File: src/rtl/ahb3lite_pkg.sv
// Shared AHB-Lite encodings and the request slot record used by the SRAM arbiter.
package ahb3lite_pkg;
  localparam logic [1:0] HTRANS_IDLE     = 2'b00;
  localparam logic [1:0] HTRANS_NONSEQ   = 2'b10;
  localparam logic [2:0] HBURST_SINGLE   = 3'b000;
  localparam logic [2:0] HSIZE_B8        = 3'b000;
  localparam logic [2:0] HSIZE_B16       = 3'b001;
  localparam logic [2:0] HSIZE_B32       = 3'b010;
  localparam logic [3:0] HPROT_DATA_PRIV = 4'b0011;

  // Slot record is sized for the ahb3lite_sram1rw slave it fronts.
  localparam int SLOT_AW = 8;
  localparam int SLOT_DW = 32;

  typedef struct packed {
    logic               valid;
    logic               owner;
    logic [SLOT_AW-1:0] addr;
    logic               write;
    logic [2:0]         size;
    logic [SLOT_DW-1:0] wdata;
  } slot_t;
endpackage

File: src/rtl/ahb_rr_arb2.sv
// Two-way round-robin grant: pointer port wins if requesting, else the other port.
module ahb_rr_arb2 (
  input  logic       clk,
  input  logic       rst_n,
  input  logic [1:0] req,
  input  logic       adv,
  output logic       gnt
);
  logic ptr;

  assign gnt = req[ptr] ? ptr : ~ptr;

  always_ff @(posedge clk or negedge rst_n) begin
    if (!rst_n)   ptr <= 1'b0;
    else if (adv) ptr <= ~gnt;
  end
endmodule

File: src/rtl/ahb3lite_sram_arbiter.sv
// Two-port AHB-Lite master sharing one SRAM slave; address/data slots form a
// 2-deep pipeline and responses return in issue order to the issuing port.
module ahb3lite_sram_arbiter
  import ahb3lite_pkg::*;
#(
  parameter int HADDR_SIZE = SLOT_AW,
  parameter int HDATA_SIZE = SLOT_DW
) (
  input  logic                       HCLK,
  input  logic                       HRESETn,
  input  logic [1:0]                 req_valid,
  output logic [1:0]                 req_ready,
  input  logic [1:0]                 req_write,
  input  logic [1:0][2:0]            req_size,
  input  logic [1:0][HADDR_SIZE-1:0] req_addr,
  input  logic [1:0][HDATA_SIZE-1:0] req_wdata,
  output logic [1:0]                 rsp_valid,
  output logic [HDATA_SIZE-1:0]      rsp_rdata,
  output logic                       rsp_err,
  output logic                       HSEL,
  output logic [HADDR_SIZE-1:0]      HADDR,
  output logic                       HWRITE,
  output logic [2:0]                 HSIZE,
  output logic [2:0]                 HBURST,
  output logic [3:0]                 HPROT,
  output logic [1:0]                 HTRANS,
  output logic [HDATA_SIZE-1:0]      HWDATA,
  output logic                       HREADY,
  input  logic [HDATA_SIZE-1:0]      HRDATA,
  input  logic                       HREADYOUT,
  input  logic                       HRESP
);
  slot_t a_slot;
  logic  d_valid, d_owner, d_write;
  logic  addr_vacate, can_load, gnt, take;

  ahb_rr_arb2 u_arb (
    .clk   (HCLK),
    .rst_n (HRESETn),
    .req   (req_valid),
    .adv   (take),
    .gnt   (gnt)
  );

  // An errored address phase is not vacating, so the slot holds and reissues.
  assign addr_vacate = a_slot.valid & HREADYOUT & ~HRESP;
  assign can_load    = HRESETn & HREADYOUT & (~a_slot.valid | ~HRESP);
  assign req_ready   = can_load ? (gnt ? 2'b10 : 2'b01) : 2'b00;
  assign take        = |(req_valid & req_ready);

  always_ff @(posedge HCLK or negedge HRESETn) begin
    if (!HRESETn) begin
      a_slot <= '{valid: 1'b0, owner: 1'b0, addr: '0, write: 1'b0,
                  size: HSIZE_B32, wdata: '0};
    end else if (take) begin
      a_slot <= '{valid: 1'b1, owner: gnt, addr: req_addr[gnt],
                  write: req_write[gnt], size: req_size[gnt],
                  wdata: req_wdata[gnt]};
    end else if (addr_vacate) begin
      a_slot.valid <= 1'b0;
    end
  end

  always_ff @(posedge HCLK or negedge HRESETn) begin
    if (!HRESETn) begin
      d_valid   <= 1'b0;
      d_owner   <= 1'b0;
      d_write   <= 1'b0;
      HWDATA    <= '0;
      rsp_valid <= 2'b00;
      rsp_rdata <= '0;
      rsp_err   <= 1'b0;
    end else begin
      rsp_valid <= 2'b00;
      if (HREADYOUT) begin
        if (d_valid) begin
          rsp_valid[d_owner] <= 1'b1;
          rsp_rdata          <= d_write ? '0 : HRDATA;
          rsp_err            <= HRESP;
        end
        d_valid <= addr_vacate;
        if (addr_vacate) begin
          d_owner <= a_slot.owner;
          d_write <= a_slot.write;
          HWDATA  <= a_slot.wdata;
        end
      end
    end
  end

  // HRESP gates the address phase off during both cycles of an error response.
  assign HSEL   = a_slot.valid & ~HRESP;
  assign HTRANS = HSEL ? HTRANS_NONSEQ : HTRANS_IDLE;
  assign HADDR  = a_slot.addr;
  assign HWRITE = a_slot.write;
  assign HSIZE  = a_slot.size;
  assign HBURST = HBURST_SINGLE;
  assign HPROT  = HPROT_DATA_PRIV;
  assign HREADY = HREADYOUT;
endmodule

File: config.mk
export PLATFORM = sky130hd
export DESIGN_NAME = ahb3lite_sram_arbiter
export DESIGN_NICKNAME = d
export VERILOG_FILES = /design/src/rtl/ahb3lite_pkg.sv /design/src/rtl/ahb_rr_arb2.sv /design/src/rtl/ahb3lite_sram_arbiter.sv
export SDC_FILE = /design/constraint.sdc
export NUM_CORES = 1
export LEC_CHECK = 0
export BUFFER_PORTS_ARGS = -buffer_cell sky130_fd_sc_hd__buf_2
export CAP_MARGIN = 20
export CORE_MARGIN = 4
export CORE_UTILIZATION = 30
export DETAILED_ROUTE_END_ITERATION = 6
export SLEW_MARGIN = 20
export SYNTH_ARGS = -nofsm -noshare
export SYNTH_HDL_FRONTEND = slang
export SYNTH_HIERARCHICAL = 1
export SYNTH_SLANG_ARGS = --single-unit
File: constraint.sdc
create_clock -name HCLK -period 5.9 [get_ports HCLK]
set_clock_uncertainty 0.2 [all_clocks]
set_input_delay 0.885 -clock HCLK [delete_from_list [all_inputs] [get_ports HCLK]]
set_output_delay 0.885 -clock HCLK [all_outputs]
set_load 0.02 [all_outputs]
==> qor.csv <==
metric,value,unit
status,"finished, final reports clean",
vias in the first global route,3936,
"area leader, netlist",dfrtp_1,
residual DRC count,0,
Starting Density,30.56,%
Finished Layout Cells,836,
Yosys cell types,29,
Critical-path top delay cell,buf_4,
Placed Cells,804,
CTS max path bufs,2,
Hold WC Path Type,flip-flop to flip-flop,
origin of the critical flop-to-flop path,u_arb/ptr,
"critical path, cell by cell",buf_4 -> nand2_1 -> a21oi_1 -> nor2b_1 -> buf_2,
warnings from Yosys,6,
# diodes,0,
largest net degree at the start of global routing,67,
DRT iter0 DRCs,66,
Detailed Route WL,12400,microns
Tightest Pin Transition,0.9221,ns
period utilization,56.51,%
Core Area,17300,sq um
placed cell area,6395,sq um
row count,48,
area added between synthesis and finish,32.52,%
"Slew Viols, Final",0,
post_cts resized,0,
hpwl dp,9067,microns
Hold Startpoint,d_owner,
Total GRT Usage,12.85,%
Post-CTS Hold Fix Bufs,0,
post-layout instance area,7005,sq um
Max Freq,299.9,MHz
Max VDD drop,0.0002611,V
initial antenna violation count,0,
R2R cell count,6,
Nets,724,
crit path time final,3.334,ns
I/O Buffers,209,
layout cells sized above 1,52.70,%
GP Congestion,0.7680,
share of the synthesized area in the top cell type,54.91,%
CP endpoint kind,output port,
r2r endpoint,a_slot[24],
Hold Path Depth,1,
Min Hold Slack,0.2421,ns
Fin. Hold Viols,0,
"most common cell after layout, fill and taps aside",buf_2,
total CTS buffers,17,
CP arrival,2.25,ns
DRT Pass-1 Iters,4,
die height,140.7,microns
reg-to-reg setup timing slack,3.27,ns
Sink Count,117,
IO Pins,218,
average vias per placed instance,4.364,
Setup Crit Path Kind,primary input to output port,
startpoint types,primary input,
TritonCTS clock tree,built,
Area contributors post-synth,"dfrtp_1, mux2_2, mux2_1, mux2_4, nand2b_1",
Worst path max stage delay,0.54,ns
P_leak,3.451,nW
"Setup violations, final",0,
drt wl/cell,14.83,microns
"CTS clk-pin slew, worst paths",0.05,ns
RSZ-0062 raised after global routing,no,
Synth Register Bits,117,
PnR Total Power,3.872,mW
H-Tree Level Count,4,
Final TNS setup,0,ns
Post-Syn Instances,405,
Root Buffer,clkbuf_16,
worst skew pair latency,0.41,ns
global-route wire length before repair,20130,microns
Worst EP required,4.82,ns
Post-DRT Antenna Nets,0,
max cap viols,0,
Post-CTS Setup Bufs,0,
chip width,140.7,microns
Die ar.,19810,sq um
synthesized area,5286,sq um
Syn Area/Cell,13.05,sq um
register area share after synthesis,55.41,%
total global routing overflow,0,
Min-Delay Endpoint,rsp_valid[0],
most frequent cells in the layout,"buf_2, dfrtp_1, mux2_2",
crit-path max FO,57,
vias after detailed routing,3648,
Power per Cell Area,552.7,nW/um^2
max_slew headroom,38.31,%
cell families after synthesis:
group	after synthesis	share of synthesized area, %
compound gates	40	3.976
simple gates	77	7.456
flops	117	55.41
other cells	2	0.1421
mux	124	27.53
buf+inv	45	5.491
per-layer routing:
layer  vias up  global-route usage (%)  share of wire (%)
met1      1746                   15.67                 42
met3        15                   5.360                9.2
met2       143                   20.67                 48
li1       1744                       -                  -
met4         0                   4.233                1.4
met5         -                       0                  0
report_power, final:
group          switching, mW  internal (mW)
Sequential             0.233           1.20
Combinational          0.766          0.633
Clock                  0.376          0.668
final cells by class:
| class | instances | area (sq um) |
|---|---|---|
| Fill cell | 1697 | 10290 |
| Sequential cell | 117 | 2929 |
| Multi-Input combinational cell | 249 | 2115 |
| Timing Repair Buffer | 212 | 1071 |
| Clock buffer | 18 | 429.2 |
| Tap cell | 225 | 281.5 |
| Clock inverter | 14 | 176.4 |
| Inverter | 1 | 3.754 |
cells in the mapped netlist:
cell	n
a211oi_1	1
conb_1	2
buf_6	4
inv_1	1
buf_4	22
buf_2	7
buf_1	4
nor2b_1	2
and3_1	1
mux2_2	58
a21oi_1	2
mux2i_1	1
nor3b_2	1
a31oi_1	1
a21o_1	1
nor2_1	2
o21ai_1	32
o21ai_0	2
and2b_1	1
dfrtp_1	116
mux2_4	16
nand2_1	36
nand2b_1	32
clkbuf_1	7
a41oi_1	1
dfstp_2	1
mux2_1	49
nand2_2	1
and2_1	1
critical path, delay by kind of cell:
family	cells	cell delay [ns]
AOI/OAI and AO/OA	1	0.25
buffers and inverters	2	0.71
and+or+nand+nor	2	0.38
stage by stage:
step,utilization (%),setup WS (ns)
3_5_place_dp,36.97,2.274
2_1_floorplan,-,2.879
4_1_cts,40.47,2.505
6_report,40.50,2.566
5_1_grt,40.50,2.327
3_3_place_gp,36.97,2.383
worst max path at each step:
stage                      start            to  slack [ns]  cells past startpoint
floorplan           req_valid[0]  req_ready[1]        2.88                      4
global placement         HRESETn    a_slot[29]        2.38                      5
detailed placement       HRESETn    a_slot[24]        2.27                      5
CTS                      HRESETn  req_ready[0]        2.50                      5
global route             HRESETn  req_ready[0]        2.33                      5
finish                   HRESETn  req_ready[0]        2.57                      5
flip-flops by register name (all words and copies together), names as in the netlist:
name and cells:
HSIZE 3, rsp_rdata 32, rsp_valid 2, HWRITE 1, d_valid 1, d_owner 1, u_arb/ptr 1, a_slot 34
HADDR 8, rsp_err 1, HWDATA 32, d_write 1
No activity file was read; power rests on OpenSTA's default activity.
